[src/rtl/fb_pkg.sv]
// Shared constants, pixel types and colour helpers for the paint framebuffer.
// Latency: n/a (declarations only).
// Backpressure: n/a.
package fb_pkg;

    // Default visible raster geometry (VGA 640x480 driven from a 50 MHz clock).
    localparam int H_ACTIVE = 640;
    localparam int V_ACTIVE = 480;
    localparam int X_OFFSET = 145;
    localparam int Y_OFFSET = 36;
    localparam int FB_WORDS = H_ACTIVE * V_ACTIVE;   // 307200 pixels

    // RGB333 field positions inside a framebuffer word.
    localparam int RGB_R_HI = 8;
    localparam int RGB_R_LO = 6;
    localparam int RGB_G_HI = 5;
    localparam int RGB_G_LO = 3;
    localparam int RGB_B_HI = 2;
    localparam int RGB_B_LO = 0;

    typedef logic [8:0] rgb333_t;

    typedef struct packed {
        logic [7:0] r;
        logic [7:0] g;
        logic [7:0] b;
    } rgb888_t;

    // 3-bit to 8-bit by bit replication: 0 maps to 0 and 7 maps to 255,
    // with an evenly spread ramp in between.
    function automatic logic [7:0] rgb333_expand(input logic [2:0] c);
        return {c, c, c[2:1]};
    endfunction

    function automatic rgb888_t rgb333_to_888(input rgb333_t p);
        rgb888_t o;
        o.r = rgb333_expand(p[RGB_R_HI:RGB_R_LO]);
        o.g = rgb333_expand(p[RGB_G_HI:RGB_G_LO]);
        o.b = rgb333_expand(p[RGB_B_HI:RGB_B_LO]);
        return o;
    endfunction

endpackage

[src/rtl/fb_addr_gen.sv]
// Framebuffer read-address generator: incremental row base plus column, no multiplier.
// Latency: 1 cycle from raster position to o_read_addr / o_read_en / o_addr_vld.
// Backpressure: none; free-running, one address per clock.
//
// Ports:
//   i_clk, i_rst          clock, synchronous active-high reset
//   i_ativo, i_x, i_y     raster visible flag and position from the VGA timing generator
//   o_read_en             registered copy of i_ativo (RAM read enable)
//   o_read_addr           registered row_base + column, held while i_ativo is low
//   o_addr_vld            o_read_en qualified by "row base is known good this frame"
module fb_addr_gen #(
    parameter int H_ACTIVE = fb_pkg::H_ACTIVE,
    parameter int V_ACTIVE = fb_pkg::V_ACTIVE,
    parameter int X_OFFSET = fb_pkg::X_OFFSET,
    parameter int Y_OFFSET = fb_pkg::Y_OFFSET,
    parameter int ADDR_W   = 20
) (
    input  logic              i_clk,
    input  logic              i_rst,
    input  logic              i_ativo,
    input  logic [10:0]       i_x,
    input  logic [10:0]       i_y,
    output logic              o_read_en,
    output logic [ADDR_W-1:0] o_read_addr,
    output logic              o_addr_vld
);

    // Largest legal row base: start of the last visible line.
    localparam logic [ADDR_W-1:0] ROW_MAX  = ADDR_W'((V_ACTIVE - 1) * H_ACTIVE);
    localparam logic [ADDR_W-1:0] ROW_STEP = ADDR_W'(H_ACTIVE);
    localparam logic [ADDR_W-1:0] COL_MAX  = ADDR_W'(H_ACTIVE - 1);

    logic [ADDR_W-1:0] r_row_base;
    logic [10:0]       r_y_prev;
    logic              r_synced;
    logic              r_read_en;
    logic [ADDR_W-1:0] r_read_addr;
    logic              r_addr_vld;

    logic signed [12:0] w_vx;
    logic [ADDR_W-1:0]  w_col;
    logic               w_y_first;
    logic               w_y_step;
    logic               w_synced;
    logic [ADDR_W-1:0]  w_row_base;

    assign w_vx = $signed({2'b00, i_x}) - $signed(13'(X_OFFSET));

    // Column clamped into the visible line so that a stray ativo outside the
    // active window can never push the address past the framebuffer end.
    always_comb begin
        w_col = '0;
        if (w_vx[12]) begin
            w_col = '0;
        end else if (w_vx > $signed(13'(H_ACTIVE - 1))) begin
            w_col = COL_MAX;
        end else begin
            w_col = ADDR_W'(w_vx[11:0]);
        end
    end

    assign w_y_first = (i_y == 11'(Y_OFFSET));
    assign w_y_step  = (i_y != r_y_prev) &&
                       (i_y >  11'(Y_OFFSET)) &&
                       (i_y <  11'(Y_OFFSET + V_ACTIVE));

    // Row base for the line being addressed this cycle. Used combinationally so
    // the first pixel after a line change already gets the new base. Saturation
    // keeps a post-reset, mid-frame run inside the framebuffer until the next
    // first line resynchronises it.
    always_comb begin
        w_row_base = r_row_base;
        if (w_y_first) begin
            w_row_base = '0;
        end else if (w_y_step) begin
            w_row_base = (r_row_base >= ROW_MAX) ? ROW_MAX : (r_row_base + ROW_STEP);
        end
    end

    // Once the first visible line has been seen, the row base tracks the raster.
    assign w_synced = r_synced | w_y_first;

    always_ff @(posedge i_clk) begin
        if (i_rst) begin
            r_row_base  <= '0;
            r_y_prev    <= '0;
            r_synced    <= 1'b0;
            r_read_en   <= 1'b0;
            r_read_addr <= '0;
            r_addr_vld  <= 1'b0;
        end else begin
            r_row_base <= w_row_base;
            r_y_prev   <= i_y;
            r_synced   <= w_synced;
            r_read_en  <= i_ativo;
            r_addr_vld <= i_ativo & w_synced;
            if (i_ativo) begin
                r_read_addr <= w_row_base + w_col;
            end
        end
    end

    assign o_read_en   = r_read_en;
    assign o_read_addr = r_read_addr;
    assign o_addr_vld  = r_addr_vld;

endmodule

[src/rtl/fb_scanout.sv]
// Framebuffer scan-out: raster position -> RAM read -> overlays -> registered 8-bit RGB.
// Latency: 3 cycles from x/y/ativo to vga_r/g/b (address after 1, RAM data after 2).
// Backpressure: none; one pixel per clock, RAM read data expected exactly 1 cycle after read_en.
//
// Ports:
//   CLOCK_50, reset                 clock, synchronous active-high reset
//   ativo, x, y                     raster visible flag and position
//   cursor_x, cursor_y, radius      crosshair cursor in visible coordinates
//   preview_en, preview_color       full-screen colour preview (RGB333)
//   ram_data                        RGB333 read data from the framebuffer RAM
//   read_en, read_addr              framebuffer RAM read port
//   vga_r, vga_g, vga_b             registered pixel colour to the DAC
module fb_scanout #(
    parameter int H_ACTIVE = fb_pkg::H_ACTIVE,
    parameter int V_ACTIVE = fb_pkg::V_ACTIVE,
    parameter int X_OFFSET = fb_pkg::X_OFFSET,
    parameter int Y_OFFSET = fb_pkg::Y_OFFSET,
    parameter int ADDR_W   = 20
) (
    input  logic              CLOCK_50,
    input  logic              reset,
    input  logic              ativo,
    input  logic [10:0]       x,
    input  logic [10:0]       y,
    input  logic [10:0]       cursor_x,
    input  logic [10:0]       cursor_y,
    input  logic [5:0]        radius,
    input  logic              preview_en,
    input  logic [8:0]        preview_color,
    input  logic [8:0]        ram_data,
    output logic              read_en,
    output logic [ADDR_W-1:0] read_addr,
    output logic [7:0]        vga_r,
    output logic [7:0]        vga_g,
    output logic [7:0]        vga_b
);

    import fb_pkg::*;

    // ---------------------------------------------------------------
    // Stage 0: address generation and overlay decision
    // ---------------------------------------------------------------
    logic w_vld0;

    fb_addr_gen #(
        .H_ACTIVE (H_ACTIVE),
        .V_ACTIVE (V_ACTIVE),
        .X_OFFSET (X_OFFSET),
        .Y_OFFSET (Y_OFFSET),
        .ADDR_W   (ADDR_W)
    ) u_addr_gen (
        .i_clk       (CLOCK_50),
        .i_rst       (reset),
        .i_ativo     (ativo),
        .i_x         (x),
        .i_y         (y),
        .o_read_en   (read_en),
        .o_read_addr (read_addr),
        .o_addr_vld  (w_vld0)
    );

    // Signed 13-bit arithmetic: visible coordinates and cursor distances can be
    // negative near the screen edges, and must not wrap into the far side.
    logic signed [12:0] w_vx;
    logic signed [12:0] w_vy;
    logic signed [12:0] w_cx;
    logic signed [12:0] w_cy;
    logic signed [12:0] w_dx;
    logic signed [12:0] w_dy;
    logic signed [12:0] w_adx;
    logic signed [12:0] w_ady;
    logic signed [12:0] w_rad;
    logic               w_ovl;

    assign w_vx  = $signed({2'b00, x}) - $signed(13'(X_OFFSET));
    assign w_vy  = $signed({2'b00, y}) - $signed(13'(Y_OFFSET));
    assign w_cx  = $signed({2'b00, cursor_x});
    assign w_cy  = $signed({2'b00, cursor_y});
    assign w_rad = $signed({7'b0, radius});
    assign w_dx  = w_vx - w_cx;
    assign w_dy  = w_vy - w_cy;
    assign w_adx = w_dx[12] ? -w_dx : w_dx;
    assign w_ady = w_dy[12] ? -w_dy : w_dy;

    // Crosshair: vertical arm on the cursor column, horizontal arm on the cursor row.
    assign w_ovl = ((w_vx == w_cx) && (w_ady <= w_rad)) ||
                   ((w_vy == w_cy) && (w_adx <= w_rad));

    logic    r_ovl0;
    logic    r_prev0;
    rgb333_t r_pcol0;

    // ---------------------------------------------------------------
    // Stage 1: side-band delayed while the RAM performs its read
    // ---------------------------------------------------------------
    logic    r_vld1;
    logic    r_ovl1;
    logic    r_prev1;
    rgb333_t r_pcol1;

    // ---------------------------------------------------------------
    // Stage 2: colour select, registered straight to the DAC
    // ---------------------------------------------------------------
    rgb888_t r_rgb;
    rgb888_t w_rgb_nxt;

    always_comb begin
        w_rgb_nxt = '0;
        if (!r_vld1) begin
            w_rgb_nxt = '0;
        end else if (r_prev1) begin
            w_rgb_nxt = rgb333_to_888(r_pcol1);
        end else if (r_ovl1) begin
            w_rgb_nxt.r = 8'hFF;
            w_rgb_nxt.g = 8'h00;
            w_rgb_nxt.b = 8'h00;
        end else begin
            w_rgb_nxt = rgb333_to_888(ram_data);
        end
    end

    always_ff @(posedge CLOCK_50) begin
        if (reset) begin
            r_ovl0  <= 1'b0;
            r_prev0 <= 1'b0;
            r_pcol0 <= '0;
            r_vld1  <= 1'b0;
            r_ovl1  <= 1'b0;
            r_prev1 <= 1'b0;
            r_pcol1 <= '0;
            r_rgb   <= '0;
        end else begin
            r_ovl0  <= w_ovl;
            r_prev0 <= preview_en;
            r_pcol0 <= preview_color;
            r_vld1  <= w_vld0;
            r_ovl1  <= r_ovl0;
            r_prev1 <= r_prev0;
            r_pcol1 <= r_pcol0;
            r_rgb   <= w_rgb_nxt;
        end
    end

    assign vga_r = r_rgb.r;
    assign vga_g = r_rgb.g;
    assign vga_b = r_rgb.b;

endmodule

[config.mk]
export PLATFORM = sky130hd
export DESIGN_NAME = fb_scanout
export DESIGN_NICKNAME = d
export VERILOG_FILES = /design/src/rtl/fb_pkg.sv /design/src/rtl/fb_addr_gen.sv /design/src/rtl/fb_scanout.sv
export SDC_FILE = /design/constraint.sdc
export NUM_CORES = 1
export LEC_CHECK = 0
export BUFFER_PORTS_ARGS = -buffer_cell sky130_fd_sc_hd__buf_2
export CAP_MARGIN = 10
export CORE_ASPECT_RATIO = 1.25
export CORE_MARGIN = 2
export CORE_UTILIZATION = 50
export DETAILED_ROUTE_END_ITERATION = 16
export PLACE_DENSITY_LB_ADDON = 0.08
export SKIP_CTS_REPAIR_TIMING = 1
export SYNTH_ARGS = -nofsm -noshare
export SYNTH_HDL_FRONTEND = slang
export SYNTH_SLANG_ARGS = --single-unit
[constraint.sdc]
create_clock -name CLOCK_50 -period 12.1 [get_ports CLOCK_50]
set_input_delay 2.42 -clock CLOCK_50 [delete_from_list [all_inputs] [get_ports CLOCK_50]]
set_output_delay 2.42 -clock CLOCK_50 [all_outputs]
set_load 0.1 [all_outputs]
==> flow_summary.ini <==
[logic_synthesis]
ys_ff_latch = 86
synthArstFlopShare_pct = 0
synth.avg_cell_area_um2 = 8.199
ys_types = 77
syn_area_um2 = 6526
ys_warn_count = 0
ys_seq_area_share_pct = 26.38
synth-edff-count = 0
synth_top_flop_cell = dfxtp_1
synth_fp_nets = 922
syn-instance-count = 796

[power_and_ir_drop]
power_uw = 890.5
max-vdd-ir-drop_v = 0.00007400
cellPowerDensity_nw_per_um2 = 120.9
cellLeakagePower_uw = 0.003356

[sta]
hold_violations = 0
fin_crit_ns = 7.492
fin_worst_skew_ns = 0.01023
period_share_pct = 61.92
tightestPinTransition_ns = 0.8180
finalMaxSlewViolations = 0
setup_viol = 0
whs_ns = 0.4387
slew-limit-headroom_pct = 44.70
fin_setup_tns_ns = 0
rsz0062_at_grt = false
max_freq_mhz = 133.5

[cells_and_area]
antennaDiodeCount = 0
design_area_um2 = 7368
final_core_util_pct = 57.93
area_growth_pct = 12.90
drive_gt1_share_pct = 18.26
nNetsFinal = 1008

[clock_tree]
tritoncts = built
htree_levels = 3
clock_path_buffers = 2
clock_latency_ns = 0.34
cts.sink_count = 86
cts_inserted_buffers = 9
path_clk_slew_ns = 0.06
clock-root-buffer = clkbuf_16

[worst_setup_path]
path_buf_inv = 2
slowest_delay_ns = 0.69
endpoint_kind = flop
startpoint_type = input port
crit_start = x[0]
slowest_stage = a2111oi_0
r2r-start = u_addr_gen.r_y_prev[3]
cp_max_fo = 7
crit_family = compound AO/OA/AOI/OAI gates
critPathArrivalTime_ns = 7.74
cp.required_ns = 12.35
worstSetupPathType = input port to flop
crit_chain = buf_2 -> inv_1 -> ha_1 -> nor3b_1 -> o2bb2ai_1 -> or3_1 -> xnor2_1 -> o31ai_1 -> o21ai_0 -> ha_1 -> fa_1 -> a21o_1 -> a21oi_1 -> o21bai_1 -> a2111oi_0 -> o31ai_1 -> o21bai_1 -> nor4_1 -> xor2_1 -> a211oi_1
r2r_slack_ns = 7.22

[floorplan]
die_w_um = 106.2
die_y_um = 131.7
fp-row-count = 46
core-area_um2 = 12720
dieArea_um2 = 13990
io_pins = 117
initial_core_util_pct = 51.31

[run]
cap_violations = 0

[placement]
dpl.hpwl_um = 12030
portBuffers = 116
place_congestion = 0.9163
place_area_um2 = 7079

[routing]
viasPerCell = 5.547
drc_errors = 0
detail_route.first_pass.iterations = 5
finalWirelength_um = 15120
wl_per_cell_um = 14.33
ant_nets = 0
first_iter_violations = 256
vias = 5852

[hold_path]
min-delay-start = r_pcol0[4]
holdCritPathClass = flop to flop

[grt]
antenna_found_initial = 0
grt_pass1_vias = 5679
grt_max_degree = 79
grt_usage_pct = 21.99
gr-total-overflow = 0
grt_pass1_wl_um = 25640

[run_status]
status = complete, no violations
per-layer routing:
metal	global-route usage, %	routed length (um)	vias to the layer above
li1	-	-	2987
met2	39.92	7767	141
met1	26.09	6420	2701
met4	7.310	276	0
met5	0	0	-
met3	3.460	659	23
cell usage in the layout, fill, tap and decap left out, types with 10 or more instances in the layout:
cell type / synthesis / layout
nand4_1: 10 / 10
and2_1: 12 / 12
mux2i_1: 12 / 12
nand2b_1: 12 / 12
a211oi_1: 18 / 18
nand3_1: 13 / 13
nor2b_1: 50 / 50
nor2_1: 88 / 88
xor2_1: 35 / 35
a21o_1: 11 / 11
dfxtp_1: 86 / 86
ha_1: 51 / 51
nand2_1: 40 / 40
inv_1: 45 / 45
xnor2_1: 33 / 33
a21oi_1: 31 / 31
nor3_1: 22 / 22
o21ai_0: 29 / 29
buf_2: 4 / 116
cells in the mapped netlist (all sizes together), types with 6 or more instances:
cell type / count / area [um^2]
nor2: 89 / 336.6
dfxtp: 86 / 1722
ha: 51 / 638.1
nor2b: 50 / 312.8
inv: 45 / 168.9
nand2: 40 / 150.1
xor2: 35 / 306.5
xnor2: 33 / 289.0
a21oi: 32 / 163.9
o21ai: 32 / 163.9
buf: 27 / 192.7
nor3: 22 / 110.1
a211oi: 20 / 160.2
clkbuf: 16 / 60.06
nand3: 14 / 75.07
and2: 13 / 81.33
mux2i: 12 / 120.1
nand2b: 12 / 75.07
a21o: 11 / 82.58
nand4: 10 / 62.56
or2: 10 / 62.56
nor4: 9 / 98.84
or3: 9 / 56.30
o21a: 8 / 60.06
o31a: 7 / 61.31
o31ai: 7 / 52.55
a21boi: 6 / 45.04
a22oi: 6 / 45.04
a31oi: 6 / 37.54
and3: 6 / 37.54
area by class of cell:
cell class / instances / area, um^2
Timing Repair Buffer: 118 / 595.6
Clock inverter: 6 / 50.05
Inverter: 45 / 168.9
Clock buffer: 10 / 239.0
Sequential cell: 86 / 1722
Tap cell: 168 / 210.2
Multi-Input combinational cell: 622 / 4383
Fill cell: 1237 / 5351
where the power goes:
group	switching, uW	total, uW	internal (uW)
Clock	118	266	148
Combinational	202	324	122
Sequential	5.64	300	295
metrics by stage:
stage | setup slack (ns) | instances
finish | 4.608 | 1055
global route | 4.003 | 1055
CTS | 4.611 | 1055
detailed placement | 4.274 | 1039
global placement | 4.440 | 1039
floorplan | 5.071 | 796
final timing paths:
path / to / cells past startpoint
max reg2reg: u_addr_gen.o_read_addr[16] / 16
min reg2reg: r_pcol1[4] / 1
max: u_addr_gen.o_read_addr[16] / 20
min: r_pcol1[4] / 1
logic make-up after synthesis:
| logic type | synth area share, % |
|---|---|
| fa+ha+maj | 10.70 |
| buf+inv | 6.461 |
| compound gates | 19.19 |
| flops | 26.38 |
| simple gates | 25.38 |
| xor+xnor | 9.816 |
| mux | 2.013 |
| other cells | 0.05746 |
flip-flops by register name (all words and copies together), names as in the netlist:
register / count
u_addr_gen.o_addr_vld: 1
r_prev0: 1
u_addr_gen.r_row_base: 20
u_addr_gen.o_read_en: 1
u_addr_gen.o_read_addr: 20
vga_r: 3
r_prev1: 1
r_vld1: 1
u_addr_gen.r_synced: 1
r_pcol1: 9
r_ovl1: 1
r_ovl0: 1
vga_b: 3
r_pcol0: 9
u_addr_gen.r_y_prev: 11
vga_g: 3
Note: power is estimated with default switching activity, not from simulation.
